## src/rtl/patch_xfer_pkg.sv

```systemverilog
// patch_xfer_pkg: shared types and sizing helpers for the patch transfer
// master. Holds the transfer FSM state type, the register-bus section type,
// the per-section length function and the default total transfer length.
package patch_xfer_pkg;

  typedef enum logic [2:0] {
    IDLE,
    RD_ISSUE,
    RD_HOLD,
    WR_WAIT,
    WR_ISSUE,
    FINISH
  } xfer_state_t;

  // Walk order of the register file; the encoding doubles as the one-hot
  // select bit position.
  typedef enum logic [1:0] {
    SEC_COM,
    SEC_OSC,
    SEC_M1,
    SEC_M2
  } sec_t;

  localparam int V_OSC_DEF   = 4;
  localparam int COM_LEN_DEF = 32;

  function automatic int sec_len(sec_t s, int v_osc, int com_len);
    return (s == SEC_COM) ? com_len : v_osc * 16;
  endfunction

  function automatic int total_len(int v_osc, int com_len);
    return com_len + 3 * v_osc * 16;
  endfunction

  localparam int XFER_TOTAL = total_len(V_OSC_DEF, COM_LEN_DEF);

endpackage

```

## src/rtl/patch_xfer_master_if.sv

```systemverilog
// patch_xfer_master_if: mixer/synth control register bus.
//   adr            register address within the selected section
//   write / read   one-cycle strobes, never high together
//   com/osc/m1/m2  one-hot section selects, all low when idle
//   synth_data_out write data toward the register file
//   regdata_in     read data returned by the register file
interface patch_xfer_master_if;
  logic [6:0] adr;
  logic       write;
  logic       read;
  logic       com_sel;
  logic       osc_sel;
  logic       m1_sel;
  logic       m2_sel;
  logic [7:0] synth_data_out;
  logic [7:0] regdata_in;

  modport master (
    output adr, write, read, com_sel, osc_sel, m1_sel, m2_sel, synth_data_out,
    input  regdata_in
  );

  modport slave (
    input  adr, write, read, com_sel, osc_sel, m1_sel, m2_sel, synth_data_out,
    output regdata_in
  );
endinterface

```

## src/rtl/patch_xfer_master_addr_gen.sv

```systemverilog
// xfer_addr_gen: section/address walker for the patch transfer master.
//   reg_clk, reset_reg_n  clock and asynchronous active-low reset
//   clear                 restart the walk at com adr 0
//   advance               step to the next register (wraps section by section)
//   sel_en                enables the one-hot select decode
//   adr                   address within the current section
//   last                  current register is the final m2 address
//   sel_onehot            {m2, m1, osc, com} selects
module xfer_addr_gen
  import patch_xfer_pkg::*;
#(
  parameter int V_OSC   = 4,
  parameter int COM_LEN = 32
) (
  input  logic       reg_clk,
  input  logic       reset_reg_n,
  input  logic       clear,
  input  logic       advance,
  input  logic       sel_en,
  output logic [6:0] adr,
  output logic       last,
  output logic [3:0] sel_onehot
);

  sec_t       sec;
  logic [6:0] sec_end;
  logic       sec_last;

  always_comb begin
    sec_end  = 7'(sec_len(sec, V_OSC, COM_LEN) - 1);
    sec_last = (adr == sec_end);
    last     = sec_last && (sec == SEC_M2);
  end

  always_ff @(posedge reg_clk or negedge reset_reg_n) begin
    if (!reset_reg_n) begin
      sec <= SEC_COM;
      adr <= '0;
    end else if (clear) begin
      sec <= SEC_COM;
      adr <= '0;
    end else if (advance) begin
      if (sec_last) begin
        adr <= '0;
        sec <= (sec == SEC_M2) ? SEC_COM : sec_t'(sec + 2'd1);
      end else begin
        adr <= adr + 7'd1;
      end
    end
  end

  assign sel_onehot = sel_en ? (4'b0001 << sec) : 4'b0000;

endmodule

```

## src/rtl/patch_xfer_master.sv

```systemverilog
// patch_xfer_master: register-bus initiator that dumps the whole per-voice
// control register file onto a byte stream (com, osc, m1, m2 order) or loads
// it back from a byte stream with one bus write per byte.
//   reg_clk, reset_reg_n      clock, asynchronous active-low reset
//   dump_start, load_start    one-cycle start pulses (dump wins on a tie)
//   busy, done                transfer in progress / one-cycle completion
//   dout_data/valid/ready     dump byte stream
//   din_data/valid/ready      load byte stream
//   bus                       register bus (patch_xfer_master_if.master)
//   csum_err                  checksum mismatch, valid with done
//                             (only with PATCH_XFER_CHECKSUM_EN)
// Build option PATCH_XFER_CHECKSUM_EN appends/consumes one checksum byte.
module patch_xfer_master
  import patch_xfer_pkg::*;
#(
  parameter int V_OSC   = 4,
  parameter int COM_LEN = 32
) (
  input  logic       reg_clk,
  input  logic       reset_reg_n,
  input  logic       dump_start,
  input  logic       load_start,
  output logic       busy,
  output logic       done,
  output logic [7:0] dout_data,
  output logic       dout_valid,
  input  logic       dout_ready,
  input  logic [7:0] din_data,
  input  logic       din_valid,
  output logic       din_ready,
`ifdef PATCH_XFER_CHECKSUM_EN
  output logic       csum_err,
`endif
  patch_xfer_master_if.master bus
);

`ifdef PATCH_XFER_CHECKSUM_EN
  localparam bit CSUM_EN = 1'b1;
`else
  localparam bit CSUM_EN = 1'b0;
`endif

  xfer_state_t state, nxt;
  logic        adv, clr, sel_en, rd, wr, hs, last;
  logic [3:0]  sel_onehot;
  logic        csum_phase;
  logic [7:0]  csum_byte;

  xfer_addr_gen #(.V_OSC(V_OSC), .COM_LEN(COM_LEN)) u_addr_gen (
    .reg_clk    (reg_clk),
    .reset_reg_n(reset_reg_n),
    .clear      (clr),
    .advance    (adv),
    .sel_en     (sel_en),
    .adr        (bus.adr),
    .last       (last),
    .sel_onehot (sel_onehot)
  );

  assign hs = dout_valid && dout_ready;

  always_ff @(posedge reg_clk or negedge reset_reg_n) begin
    if (!reset_reg_n) state <= IDLE;
    else              state <= nxt;
  end

  always_comb begin
    nxt       = state;
    adv       = 1'b0;
    clr       = 1'b0;
    busy      = 1'b0;
    done      = 1'b0;
    din_ready = 1'b0;
    rd        = 1'b0;
    wr        = 1'b0;
    sel_en    = 1'b0;
    case (state)
      IDLE: begin
        if (dump_start) begin
          nxt = RD_ISSUE;
          clr = 1'b1;
        end else if (load_start) begin
          nxt = WR_WAIT;
          clr = 1'b1;
        end
      end
      RD_ISSUE: begin
        busy   = 1'b1;
        sel_en = 1'b1;
        rd     = 1'b1;
        nxt    = RD_HOLD;
      end
      RD_HOLD: begin
        busy   = 1'b1;
        sel_en = 1'b1;
        if (hs) begin
          if (csum_phase) begin
            nxt = FINISH;
          end else begin
            adv = 1'b1;
            // With the checksum enabled, stay here to present the extra byte.
            if (!last)       nxt = RD_ISSUE;
            else if (CSUM_EN) nxt = RD_HOLD;
            else             nxt = FINISH;
          end
        end
      end
      WR_WAIT: begin
        busy      = 1'b1;
        sel_en    = 1'b1;
        din_ready = 1'b1;
        if (din_valid) nxt = csum_phase ? FINISH : WR_ISSUE;
      end
      WR_ISSUE: begin
        busy   = 1'b1;
        sel_en = 1'b1;
        wr     = 1'b1;
        adv    = 1'b1;
        nxt    = (last && !CSUM_EN) ? FINISH : WR_WAIT;
      end
      FINISH: begin
        done = 1'b1;
        nxt  = IDLE;
      end
      default: nxt = IDLE;
    endcase
  end

  // Read data is captured at the end of the read cycle, so it is on the
  // stream from the first RD_HOLD cycle and held until the handshake.
  always_ff @(posedge reg_clk or negedge reset_reg_n) begin
    if (!reset_reg_n) begin
      dout_data          <= '0;
      dout_valid         <= 1'b0;
      bus.synth_data_out <= '0;
    end else begin
      if (state == RD_ISSUE) begin
        dout_data  <= bus.regdata_in;
        dout_valid <= 1'b1;
      end else if (state == RD_HOLD && hs) begin
        if (CSUM_EN && last && !csum_phase) begin
          dout_data  <= csum_byte;
          dout_valid <= 1'b1;
        end else begin
          dout_valid <= 1'b0;
        end
      end
      if (state == WR_WAIT && din_valid && !csum_phase)
        bus.synth_data_out <= din_data;
    end
  end

`ifdef PATCH_XFER_CHECKSUM_EN
  logic [6:0] sum;

  // Two's complement of the 7-bit running sum: (128 - sum mod 128) mod 128.
  assign csum_byte = {1'b0, 7'(7'd0 - sum)};

  always_ff @(posedge reg_clk or negedge reset_reg_n) begin
    if (!reset_reg_n) begin
      sum        <= '0;
      csum_phase <= 1'b0;
      csum_err   <= 1'b0;
    end else begin
      if (state == IDLE && (dump_start || load_start)) begin
        sum        <= '0;
        csum_phase <= 1'b0;
        csum_err   <= 1'b0;
      end
      if (state == RD_ISSUE)
        sum <= sum + bus.regdata_in[6:0];
      if (state == WR_WAIT && din_valid && !csum_phase)
        sum <= sum + din_data[6:0];
      if ((state == RD_HOLD && hs && last) || (state == WR_ISSUE && last))
        csum_phase <= 1'b1;
      if (state == WR_WAIT && din_valid && csum_phase)
        csum_err <= (din_data != csum_byte);
      if (state == FINISH)
        csum_phase <= 1'b0;
    end
  end
`else
  assign csum_phase = 1'b0;
  assign csum_byte  = 8'h00;
`endif

  assign bus.read  = rd;
  assign bus.write = wr;
  assign {bus.m2_sel, bus.m1_sel, bus.osc_sel, bus.com_sel} = sel_onehot;

endmodule

```

## src/flat_wrapper.sv

```systemverilog
// flat-port wrapper written by rule: the top's interface ports become plain ports
module patch_xfer_master_flat import patch_xfer_pkg::*;
#(
  parameter int V_OSC   = 4,
  parameter int COM_LEN = 32
)
  (reg_clk, reset_reg_n, dump_start, load_start, busy, done, dout_data, dout_valid, dout_ready, din_data, din_valid, din_ready, bus_adr, bus_write, bus_read, bus_com_sel, bus_osc_sel, bus_m1_sel, bus_m2_sel, bus_synth_data_out, bus_regdata_in);
  patch_xfer_master_if bus_i ();
  input  logic reg_clk;
  input  logic reset_reg_n;
  input  logic dump_start;
  input  logic load_start;
  output logic busy;
  output logic done;
  output logic [7:0] dout_data;
  output logic dout_valid;
  input  logic dout_ready;
  input  logic [7:0] din_data;
  input  logic din_valid;
  output logic din_ready;
  output wire logic [$bits(bus_i.adr)-1:0] bus_adr;
  output wire logic [$bits(bus_i.write)-1:0] bus_write;
  output wire logic [$bits(bus_i.read)-1:0] bus_read;
  output wire logic [$bits(bus_i.com_sel)-1:0] bus_com_sel;
  output wire logic [$bits(bus_i.osc_sel)-1:0] bus_osc_sel;
  output wire logic [$bits(bus_i.m1_sel)-1:0] bus_m1_sel;
  output wire logic [$bits(bus_i.m2_sel)-1:0] bus_m2_sel;
  output wire logic [$bits(bus_i.synth_data_out)-1:0] bus_synth_data_out;
  input wire logic [$bits(bus_i.regdata_in)-1:0] bus_regdata_in;
  assign bus_adr = bus_i.adr;
  assign bus_write = bus_i.write;
  assign bus_read = bus_i.read;
  assign bus_com_sel = bus_i.com_sel;
  assign bus_osc_sel = bus_i.osc_sel;
  assign bus_m1_sel = bus_i.m1_sel;
  assign bus_m2_sel = bus_i.m2_sel;
  assign bus_synth_data_out = bus_i.synth_data_out;
  assign bus_i.regdata_in = bus_regdata_in;
  patch_xfer_master #(.V_OSC(V_OSC), .COM_LEN(COM_LEN)) u_core (.reg_clk(reg_clk), .reset_reg_n(reset_reg_n), .dump_start(dump_start), .load_start(load_start), .busy(busy), .done(done), .dout_data(dout_data), .dout_valid(dout_valid), .dout_ready(dout_ready), .din_data(din_data), .din_valid(din_valid), .din_ready(din_ready), .bus(bus_i));
endmodule
```

## config.mk

```make
export PLATFORM = sky130hd
export DESIGN_NAME = patch_xfer_master_flat
export DESIGN_NICKNAME = d
export VERILOG_FILES = /design/src/rtl/patch_xfer_pkg.sv /design/src/rtl/patch_xfer_master_if.sv /design/src/rtl/patch_xfer_master_addr_gen.sv /design/src/rtl/patch_xfer_master.sv /design/src/flat_wrapper.sv
export SDC_FILE = /design/constraint.sdc
export NUM_CORES = 1
export LEC_CHECK = 0
export CORE_UTILIZATION = 45
export CTS_BUF_LIST = sky130_fd_sc_hd__clkbuf_8
export DETAILED_ROUTE_END_ITERATION = 7
export HOLD_SLACK_MARGIN = 0.02
export PLACE_DENSITY_LB_ADDON = 0.05
export SETUP_SLACK_MARGIN = 0.05
export SYNTH_ARGS = -nofsm -noshare
export SYNTH_HDL_FRONTEND = slang
export SYNTH_HIERARCHICAL = 1
export SYNTH_SLANG_ARGS = --single-unit
export TNS_END_PERCENT = 10
```

## constraint.sdc

```tcl
create_clock -name reg_clk -period 2.3 [get_ports reg_clk]
set_clock_uncertainty 0.05 [all_clocks]
set_input_delay 0.46 -clock reg_clk [delete_from_list [all_inputs] [get_ports reg_clk]]
set_output_delay 0.46 -clock reg_clk [all_outputs]
set_load 0.02 [all_outputs]
```

**Word level (Yosys, flattened, before mapping)**

Cells that the tools add are included.

- Register bits after elaboration: 29
- Input bits: 22
- Output and inout port bits: 33
- Word-level logic and storage cells: 60

- $add $sub $neg: 3
- Equal/unequal tests: 10
- Shift-type cells: 1
- Multiplexer cells: 28
- Reductions and logical operators: 12

Operators with widths:

| cell | number |
|---|---|
| two-way mux 7 bit | 4 |
| two-way mux 3 bit | 6 |
| one-hot mux 3 bit (5 select lines) | 1 |
| two-way mux 1 bit | 11 |
| two-way mux 2 bit | 4 |
| adder 7 x 1 -> 7 bit (second input constant) | 1 |
| equality test 7 bit | 1 |
| subtractor 7 x 1 -> 7 bit (second input constant) | 1 |
| equality test 3 x 2 -> 1 bit (second input constant) | 2 |
| equality test 3 bit (second input constant) | 2 |
| nonzero test 2 bit | 3 |
| logical AND 1 bit | 4 |
| two-way mux 4 bit | 1 |
| OR reduction 4 bit | 1 |
| left shift 1 x 2 -> 4 bit (first input constant) | 1 |
| equality test 3 x 1 -> 1 bit (second input constant) | 1 |
| logical NOT 3 bit | 1 |
| != test 3 bit (second input constant) | 1 |
| AND reduction 3 bit | 1 |
| adder 2 x 1 -> 2 bit (second input constant) | 1 |
| equality test 2 bit (second input constant) | 1 |
| logical NOT 2 bit | 1 |
| != test 2 x 1 -> 1 bit (second input constant) | 1 |
| != test 2 bit (second input constant) | 1 |
| other kinds (2) | 2 |

**Longest topological paths before layout**

Gate-level depths: netlist (run 1).

- Depth in word-level cells: 8
- Mapped depth: 8

**Hierarchy**

The synthesis (run 1) kept the hierarchy.

Modules (own cells, without submodules):

| module | times used | cells each | area an instance (µm²) |
|---|---|---|---|
| patch_xfer_master | 1 | 70 | 898.4 |
| xfer_addr_gen | 1 | 60 | 583.1 |

**Worst setup path before layout (run 1)**

Ideal clock, no wire load.

- Path kind: register to output
- Start: register u_core.state[0]
- End: output port bus_osc_sel
- Data arrival time: 1.396 ns
- Required time: 1.790 ns
- Slack: 0.394 ns
- Cell stages (with the launch flop): 5
- Path buffers: 1
- Cell sequence: dfrtp_1 > buf_2 > nor2_1 > xnor2_1 > and2_1

- Word-level cells in the longest chain between the ends: 4
- Elaborated cells on any way between the ends: 7

Ends and longest elaborated chain:

| what | line | RTL |
|---|---|---|
| start: declaration | patch_xfer_master.sv:43 | `xfer_state_t state, nxt;` |
| start signal: assignment | patch_xfer_master.sv:64 | `else state <= nxt;` |
| equality test 3 bit (tied with other cells) | -- |  |
| OR reduction 4 bit (no source line) * | -- |  |
| two-way mux 1 bit * | -- |  |
| named net busy | flat_wrapper.sv:13 | `output logic busy;` |
| two-way mux 4 bit * | patch_xfer_master_addr_gen.sv:52 | `assign sel_onehot = sel_en ? (4'b0001 << sec) : 4'b0000;` |
| end: declaration | flat_wrapper.sv:25 | `output wire logic [$bits(bus_i.osc_sel)-1:0] bus_osc_sel;` |

The timed path passes the listed nets; every way through them passes the cells marked *.

**Worst setup path after layout (run 1)**

- Start: register u_core.state[1]
- End: output port busy

- Word-level cells in the longest chain between the ends: 3
- Elaborated cells on any way between the ends: 6

Ends and longest elaborated chain:

| what | line | RTL |
|---|---|---|
| equality test 3 bit (tied with other cells) | patch_xfer_master.sv:77 | `case (state)` |
| OR reduction 4 bit (no source line) * | -- |  |
| two-way mux 1 bit * | patch_xfer_master.sv:77 |  |
| end: declaration | flat_wrapper.sv:13 |  |

Mark *: on every way between the ends. The rest lies on a longest branch, timed or not.

==> impl_metrics.py, run 1 <==
metrics = {
    "yosys": {
        "synthTopCellsByArea": "dfrtp_1 49%, mux2_2 12%, ha_1 4.2%",
        "synth-async-reset-ratio_pct": 100.0,
        "ys_seq_area_share_pct": 48.99,
        "ys.flop_type": "dfrtp_1",
        "synth_area_per_cell_um2": 11.40,
        "yosysWarnings": 6,
        "mappedNetlistNets": 157,
        "syn_inst": 130,
        "synth_edf_count": 0,
        "synth_top_area_share_pct": 48.99,
        "synth_largest_area_cell": "dfrtp_1",
        "yosysUniqueCellTypes": 38,
        "synth-seq-cells": 29,
        "synth_area_mm2": 0.001481,
    },
    "sta": {
        "hold_viol": 0,
        "rsz0062_at_grt": "no",
        "slew_headroom_pct": 69.89,
        "fmax_mhz": 463.3,
        "fin_crit_ps": 2158,
        "finalCritPeriodShare_pct": 93.84,
        "setup_tns_ps": 0,
        "max_slew.worst_pin.slew_ps": 447.5,
        "setup_viol": 0,
        "slew_violations": 0,
    },
    "finish": {
        "insertedDiodeCount": 0,
        "nets": 221,
        "design_area_mm2": 0.002197,
        "layout-drive-gt1-share_pct": 20.00,
        "multiInputGateArea_um2": 715.7,
        "n_fill_cell": 236,
        "area_delta_synth_final_pct": 48.31,
        "regArea_um2": 726.9,
    },
    "critical_path": {
        "crit_end": "busy",
        "startpoint": "u_core/state[1]$_DFFE_PN0P_",
        "startpoint_type": "flip-flop",
        "r2r_start": "u_core/state[2]$_DFFE_PN0P_",
        "cp.required_ps": 1790,
        "r2r_end": "u_core/u_addr_gen/adr[6]$_DFFE_PN0P_",
        "crit_type": "flip-flop to output port",
        "crit_fanout": 5,
        "critPathArrivalTime_ps": 1650,
        "end_kind": "output port",
        "regToRegSetupSlack_ps": 320,
        "r2r_cells": 6,
    },
    "routing": {
        "drtIter0Drc": 68,
        "wl_per_cell_um": 13.98,
        "antenna_left": 0,
        "drc_errors": 0,
        "wl_um": 3341,
        "viasPerCell": 5.259,
        "first_pass_iters": 4,
        "detailroute.via_count": 1257,
    },
    "worst_hold_path": {
        "min_path_type": "flip-flop to flip-flop",
    },
    "global_routing": {
        "grt_max_degree": 30,
        "grt_overflow": 0,
        "antenna_found_initial": 0,
        "grt_util_all_layers_pct": 22.00,
        "grt_pass1_vias": 1247,
        "grt_pass1_wl_um": 5651,
    },
    "floorplanning": {
        "row_count": 20,
        "fp.dieArea_mm2": 0.003525,
        "die_w_um": 59.38,
        "core-area_mm2": 0.003078,
        "die_h_um": 59.38,
        "initial_utilization_pct": 48.13,
        "ios": 55,
    },
    "clocking": {
        "cts_tree": "done",
        "clock_path_buffers": 2,
        "clk_pin_slew_worst_paths_ps": 60,
        "clk_latency_ps": 280,
        "clockRootBuffer": "clkbuf_8",
        "htree_levels": 2,
        "numCtsBuffers": 5,
        "clock_sinks": 29,
        "cts_hold_buf": 0,
        "cts_setup_buffers": 0,
    },
    "power": {
        "power.density_mw_per_mm2": 1255,
        "p_leak_uw": 0.0009464,
        "ir_drop_uv": 688.0,
    },
    "placement": {
        "port_buffers": 54,
        "gp_congestion": 0.8052,
        "dp_hpwl_um": 2478,
        "postPlaceCellArea_mm2": 0.002108,
    },
    "outcome": {
        "status": "finished clean",
    },
    "flow_run": {
        "cap_viol_max_count": 0,
    },
}
area by class of cell:
type / count / share of cell area, %
sequential: 29 / 33.09
clock inverter: 3 / 0.7973
multi-input combinational: 91 / 32.57
timing repair buffer: 62 / 27.05
inverter: 5 / 0.8542
clock buffer: 5 / 3.132
tap: 44 / 2.506
cell usage after synthesis (all sizes together), types with 2 or more instances:
library cell	n
a21oi	5
dfrtp	29
nand2b	3
o211ai	2
buf	4
nand3	3
ha	5
inv	5
o21ai	6
xor2	4
nand4	4
xnor2	3
and2	6
o31ai	3
nand2	4
nor3	7
mux2	16
nor2b	2
nor2	4
through the flow:
stage / setup WS, ps / hold slack, ps / power [µW] / utilization, % / cells
2_1_floorplan: 393.8 / 114.4 / 1714 / - / 130
3_3_place_gp: 163.7 / 437.5 / 2340 / 68.50 / 231
3_5_place_dp: 58.72 / 444.1 / 2381 / 68.50 / 231
4_1_cts: 80.56 / 457.9 / 2783 / 71.30 / 239
5_1_grt: 71.37 / 468.2 / 2931 / 71.38 / 239
6_report: 141.6 / 453.8 / 2758 / 71.38 / 239
power breakdown:
group	switching, µW	leakage, µW	internal [µW]
logic	756	0.000542	763
registers	130	0.000361	710
clock network	191	0.0000439	208
routing by layer:
metal	up-vias	routed length, µm	track usage (%)
met4	0	65	9.864
met1	613	1423	27.16
met2	42	1654	36.12
met5	-	0	0
li1	593	-	-
met3	9	196	5.677
worst max-delay path: stages (launching register included):
cell and delay [ps]:
dfrtp_1 380, nor2_1 200, xnor2_2 160, clkdlybuf4s50_1 640
cells in the final DEF, fill, tap and decap left out, drive strengths merged, types with 5 or more instances in the layout:
| cell type | instances |
|---|---|
| ha | 5 |
| a21oi | 5 |
| and2 | 6 |
| o21ai | 6 |
| nor3 | 7 |
| clkdlybuf4s50 | 46 |
| dfrtp | 29 |
| inv | 5 |
| dlygate4sd2 | 7 |
| mux2 | 16 |
| buf | 8 |
| clkbuf | 5 |
registers in the layout, summed over array words and instances (netlist names):
name,flops
u_core/bus.synth_data_out,8
u_core/dout_data,8
u_core/u_addr_gen/adr,7
u_core/state,3
u_core/u_addr_gen/sec,2
u_core/dout_valid,1
worst min path at each step:
stage / startpoint / end / cells past startpoint
6_report: u_core/dout_data[4]$_DFFE_PN0P_ / u_core/dout_data[4]$_DFFE_PN0P_ / 1
3_5_place_dp: u_core/bus.synth_data_out[6]$_DFFE_PN0P_ / u_core/bus.synth_data_out[6]$_DFFE_PN0P_ / 1
3_3_place_gp: u_core/bus.synth_data_out[3]$_DFFE_PN0P_ / u_core/bus.synth_data_out[3]$_DFFE_PN0P_ / 1
2_1_floorplan: reset_reg_n / u_core/bus.synth_data_out[0]$_DFFE_PN0P_ / 0
4_1_cts: u_core/dout_data[4]$_DFFE_PN0P_ / u_core/dout_data[4]$_DFFE_PN0P_ / 1
5_1_grt: u_core/bus.synth_data_out[3]$_DFFE_PN0P_ / u_core/bus.synth_data_out[3]$_DFFE_PN0P_ / 1
repair_timing:
action,4_1_cts,5_1_grt
pin swaps,0,0
setup endpoints to repair,8,1
gates resized for setup,9,1
cell families after synthesis:
group	share of synthesized area, %
DFF	48.99
buffers and inverters	3.209
adders and majority gates	4.223
and+or+nand+nor	17.06
AOI/OAI and AO/OA	9.544
muxes	12.84
xor gates and xnor gates	4.139
Note: power is estimated with default switching activity, not from simulation.
==> inputs of run 2 (changes only) <==
- SYNTH_HIERARCHICAL: 1 -> not set
==> run 2 against run 1 <==
Critical path depth is the same. Non-clock buffer count down 1. Sequential share of layout area about the same. Sequential power is 2% higher. First-iteration DRC count down 8.8%. Register-to-register slack gained 30 ps. Core utilization rose by 0.54 points. Wire length decreased by 0.36%. Final cell count is the same. Fmax shrank 2.2%. Cell area about the same. Largest power group unchanged.
==> impl_metrics.py, run 2 <==
metrics = {
    "sta": {
        "max_slew.worst_pin.slew_ps": 419.8,
        "rsz0062_at_grt": "yes",
        "hold_viol": 0,
        "setup_viol": 0,
        "slew_violations": 0,
        "fmax_mhz": 452.9,
        "setup_slack_ps": 92.07,
        "fin_crit_ps": 2208,
        "setup_tns_ps": 0,
        "finalCritPeriodShare_pct": 96.00,
        "slew_headroom_pct": 71.80,
    },
    "power": {
        "p_leak_uw": 0.0009971,
        "ir_drop_uv": 855.7,
        "power.density_mw_per_mm2": 1224,
        "finalPower_uw": 2688,
    },
    "finish": {
        "final_cell_mix": "46 x clkdlybuf4s50_1, 28 x dfrtp_1, 16 x mux2_2",
        "n_fill_cell": 253,
        "regArea_um2": 726.9,
        "area_delta_synth_final_pct": 51.82,
        "multiInputGateArea_um2": 691.9,
        "nets": 221,
        "final_cells": 239,
        "mostFrequentLayoutCell": "clkdlybuf4s50_1",
        "insertedDiodeCount": 0,
        "layout-drive-gt1-share_pct": 18.97,
        "top_regs": "u_core.bus.synth_data_out (8), u_core.dout_data (8), u_core.u_addr_gen.adr (7)",
    },
    "critical_path": {
        "cp_cell_sequence": "nor2b_1 -> and2_1 -> clkdlybuf4s50_1",
        "cp_top_family": "buffers and inverters",
        "crit_type": "flip-flop to output port",
        "critPathMaxStageDelay_ps": 600,
        "cp.required_ps": 1790,
        "startpoint": "u_core.state[0]$_DFFE_PN0P_",
        "end_kind": "output port",
        "startpoint_type": "flip-flop",
        "crit_slowest_cell": "clkdlybuf4s50_1",
        "critPathArrivalTime_ps": 1700,
        "crit_fanout": 8,
        "r2r_start": "u_core.u_addr_gen.sec[0]$_DFFE_PN0P_",
        "path_buf_inv": 1,
    },
    "routing": {
        "drtIter0Drc": 62,
        "viasPerCell": 5.151,
        "drc_errors": 0,
        "wl_um": 3329,
        "met2_length_um": 1641,
        "wl_met3_um": 261,
        "wl_per_cell_um": 13.93,
        "drt-met1-wl_um": 1398,
        "first_pass_iters": 5,
        "detailroute.via_count": 1231,
        "antenna_left": 0,
        "top_layer": "met4",
    },
    "floorplanning": {
        "fp.dieArea_mm2": 0.003445,
        "initial_utilization_pct": 47.38,
        "die_w_um": 58.70,
        "die_h_um": 58.70,
        "row_count": 20,
        "core-area_mm2": 0.003053,
        "ios": 55,
    },
    "global_routing": {
        "grt_max_degree": 30,
        "grt_util_all_layers_pct": 21.83,
        "grt_overflow": 0,
        "antenna_found_initial": 0,
        "grt_pass1_wl_um": 5568,
        "grt_pass1_vias": 1269,
    },
    "yosys": {
        "ys_seq_area_share_pct": 50.17,
        "synth_largest_area_cell": "dfrtp_1",
        "synth_area_per_cell_um2": 11.21,
        "ys.flop_type": "dfrtp_1",
        "synth_top_area_share_pct": 50.17,
        "yosysUniqueCellTypes": 35,
        "yosysWarnings": 0,
        "synth_common_cells": "29 x dfrtp_1, 16 x mux2_2, 12 x nand2_1",
        "synthTopCellsByArea": "dfrtp_1 50%, mux2_2 12%, ha_1 4.3%",
        "synth-async-reset-ratio_pct": 100.0,
        "yosysMostFrequentCell": "dfrtp_1",
        "synth_area_mm2": 0.001446,
        "mappedNetlistNets": 156,
        "syn_inst": 129,
        "synth-seq-cells": 29,
        "synth_edf_count": 0,
    },
    "clocking": {
        "clock_path_buffers": 2,
        "clockRootBuffer": "clkbuf_8",
        "numCtsBuffers": 5,
        "clock_sinks": 29,
        "clk_latency_ps": 280,
        "cts_hold_buf": 0,
        "clk_pin_slew_worst_paths_ps": 70,
        "htree_levels": 2,
        "cts_tree": "done",
    },
    "worst_hold_path": {
        "worstHoldStart": "u_core.bus.synth_data_out[5]$_DFFE_PN0P_",
        "min_path_type": "flip-flop to flip-flop",
    },
    "outcome": {
        "status": "finished clean",
    },
    "placement": {
        "post-place-ws_ps": 170.1,
        "dpl.cell_count": 231,
        "port_buffers": 54,
        "dp_hpwl_um": 2419,
        "gp_congestion": 0.7982,
    },
    "flow_run": {
        "cap_viol_max_count": 0,
    },
}
## run 2: final cells by class
cell class / count / share of cell area [%]
multi-input combinational: 92 / 31.51
sequential: 29 / 33.11
tap: 44 / 2.507
timing repair buffer: 61 / 26.72
inverter: 5 / 0.8547
clock inverter: 2 / 1.538
clock buffer: 6 / 3.761
## run 2: metrics by stage
step	hold slack (ps)	util (%)	area, µm²
after global routing	473.6	71.93	2196
after detailed placement	441.7	67.95	2074
after floorplan	114.4	-	1446
after global placement	436.0	67.95	2074
final	455.7	71.93	2196
after CTS	455.8	71.84	2193
## run 2: routing by layer
layer	GRT usage (%)	up-vias
li1	-	588
met2	36.45	44
met3	8.352	4
met1	26.47	595
met4	6.122	0
met5	0	-
## run 2: worst paths after layout
check / endpoint / slack [ps] / cells after the start
max in group asynchronous: u_core.state[2]$_DFFE_PN0P_ / 1390 / 2
worst min register to register: u_core.bus.synth_data_out[5]$_DFFE_PN0P_ / 460 / 1
worst max-delay path: din_ready / 90 / 3
worst max register to register: u_core.u_addr_gen.sec[0]$_DFFE_PN0P_ / 350 / 6
worst min-delay path: u_core.bus.synth_data_out[5]$_DFFE_PN0P_ / 460 / 1
min in group asynchronous: u_core.dout_valid$_DFFE_PN0P_ / 510 / 2
## run 2: cells by family after synthesis
family,synth area share (%)
AOI/OAI and AO/OA,7.440
xor gates and xnor gates,1.211
adders and majority gates,4.325
buffers and inverters,2.681
DFF,50.17
muxes,14.53
and+or+nand+nor,19.64
## run 2: where the power goes
group          internal (µW)  switching, µW  total (µW)
logic                    669            624        1290
registers                709            150         859
clock network            348            188         536
## run 2: repair_timing
action / 4_1_cts / 5_1_grt
gates resized for setup: 10 / 1
buffers inserted: 0 / 0
endpoints found under the setup margin: 7 / 2
## run 2: worst register-to-register path, stage by stage (launching register included)
cell and delay [ps]:
dfrtp_1 410, inv_1 90, ha_1 270, xnor2_1 170, or3_4 370, or4_1 400
a21boi_1 120
==> inputs of run 3 (changes only) <==
- CORE_MARGIN: not set -> 3
==> run 3 against run 2 <==
Power is 5.1% lower. Combinational power hardly changed. Clock power fell by 23%. Fmax grew 2.1%. Critical path depth is the same. Worst setup slack improved by 45 ps. Via count down 3.0%. First-iteration DRC count increased by 19%. Critical endpoint is now done. Largest cell class unchanged. Highest routed layer unchanged.
==> impl_metrics.py, run 3 (synthesis results as in run 2) <==
metrics = {
    "outcome": {
        "status": "finished clean",
    },
    "critical_path": {
        "crit_type": "flip-flop to output port",
        "end_kind": "output port",
        "critPathArrivalTime_ps": 1650,
        "startpoint_type": "flip-flop",
        "cp.required_ps": 1790,
        "crit_fanout": 6,
    },
    "floorplanning": {
        "initial_utilization_pct": 49.87,
        "fp.dieArea_mm2": 0.003931,
        "ios": 55,
        "core-area_mm2": 0.002900,
        "die_w_um": 62.70,
        "die_h_um": 62.70,
        "row_count": 19,
    },
    "global_routing": {
        "grt_util_all_layers_pct": 19.29,
        "grt_max_degree": 30,
        "grt_overflow": 0,
        "grt_pass1_vias": 1241,
        "antenna_found_initial": 0,
        "grt_pass1_wl_um": 5954,
    },
    "clocking": {
        "clk_latency_ps": 280,
        "clock_sinks": 29,
        "clock_path_buffers": 2,
        "numCtsBuffers": 5,
        "htree_levels": 2,
        "cts_tree": "done",
        "clockRootBuffer": "clkbuf_8",
        "clk_pin_slew_worst_paths_ps": 60,
        "cts_setup_buffers": 0,
    },
    "power": {
        "power.density_mw_per_mm2": 1190,
        "p_leak_uw": 0.0009742,
        "ir_drop_uv": 856.0,
    },
    "sta": {
        "slew_violations": 0,
        "hold_viol": 0,
        "finalCritPeriodShare_pct": 94.02,
        "setup_slack_ps": 137.5,
        "setup_tns_ps": 0,
        "setup_viol": 0,
        "slew_headroom_pct": 74.76,
        "max_slew.worst_pin.slew_ps": 377.6,
        "rsz0062_at_grt": "no",
        "fin_crit_ps": 2163,
        "fmax_mhz": 462.4,
    },
    "placement": {
        "dpl.cell_count": 227,
        "gp_congestion": 0.9616,
        "dp_hpwl_um": 2565,
        "post-place-ws_ps": 137.7,
        "port_buffers": 54,
    },
    "finish": {
        "post-route-util_pct": 73.86,
        "final_cell_mix": "46 x clkdlybuf4s50_1, 27 x dfrtp_1, 16 x mux2_2",
        "area_delta_synth_final_pct": 48.10,
        "top_regs": "u_core.bus.synth_data_out (8), u_core.dout_data (8), u_core.u_addr_gen.adr (7)",
        "insertedDiodeCount": 0,
        "layout-drive-gt1-share_pct": 17.71,
        "mostFrequentLayoutCell": "clkdlybuf4s50_1",
        "final_cells": 234,
        "nets": 219,
    },
    "flow_run": {
        "cap_viol_max_count": 0,
    },
    "routing": {
        "drtIter0Drc": 74,
        "detailroute.via_count": 1194,
        "wl_per_cell_um": 14.68,
        "antenna_left": 0,
        "viasPerCell": 5.103,
        "wl_um": 3436,
        "drc_errors": 0,
        "first_pass_iters": 4,
    },
    "worst_hold_path": {
        "min_path_type": "flip-flop to flip-flop",
    },
}
[run 3: changes by cell type in the layout (fill, tap and decap cells not counted), sizes merged]
cell | previous run | this run
bufinv | 1 | 0
buf | 7 | 5
[run 3: per-layer routing]
layer  wire, µm  track usage [%]
met5          0                0
met1       1501            23.33
met4         35            5.234
met3        318            9.353
met2       1581            30.63
[run 3: worst max-delay path: stages (launching register included)]
cell and delay, ps:
dfrtp_1 440, nand2b_1 220, nor2_1 110, clkdlybuf4s50_1 600
[run 3: worst paths after layout]
check | startpoint | end | slack, ps | cells past startpoint
worst max-delay path | u_core.state[1]$_DFFE_PN0P_ | done | 140 | 3
max in group asynchronous | reset_reg_n | u_core.state[0]$_DFFE_PN0P_ | 1390 | 2
worst max register to register | u_core.u_addr_gen.sec[0]$_DFFE_PN0P_ | u_core.u_addr_gen.sec[0]$_DFFE_PN0P_ | 280 | 6
worst min register to register | u_core.dout_data[2]$_DFFE_PN0P_ | u_core.dout_data[2]$_DFFE_PN0P_ | 450 | 1
worst min-delay path | u_core.dout_data[2]$_DFFE_PN0P_ | u_core.dout_data[2]$_DFFE_PN0P_ | 450 | 1
min in group asynchronous | reset_reg_n | u_core.u_addr_gen.adr[3]$_DFFE_PN0P_ | 520 | 2
[run 3: area by class of cell]
| class | instances | area [µm²] |
|---|---|---|
| tap | 42 | 52.55 |
| multi-input combinational | 92 | 684.4 |
| fill | 214 | 758.2 |
| clock buffer | 6 | 82.58 |
| timing repair buffer | 59 | 571.8 |
| sequential | 29 | 728.2 |
| inverter | 5 | 18.77 |
| clock inverter | 1 | 3.754 |
[run 3: timing repair]
action	in CTS	in global routing
pin swaps	0	0
cloned	0	0
gates resized for setup	10	1
setup endpoints to repair	8	1
hold buffers	0	0
[run 3: power breakdown]
group          switching, µW  total (µW)  internal, µW  leakage [µW]
registers                160         870           711      0.000358
clock network            181         413           232     0.0000485
logic                    619        1270           648      0.000568
total                    959        2550          1590      0.000974
[run 3: stage by stage]
stage	total power, µW	hold slack [ps]	area, µm²
floorplan	1546	114.4	1446
global placement	2120	436.6	2057
detailed placement	2167	446.9	2057
CTS	2576	457.5	2140
global route	2716	477.0	2142
finish	2550	451.8	2142
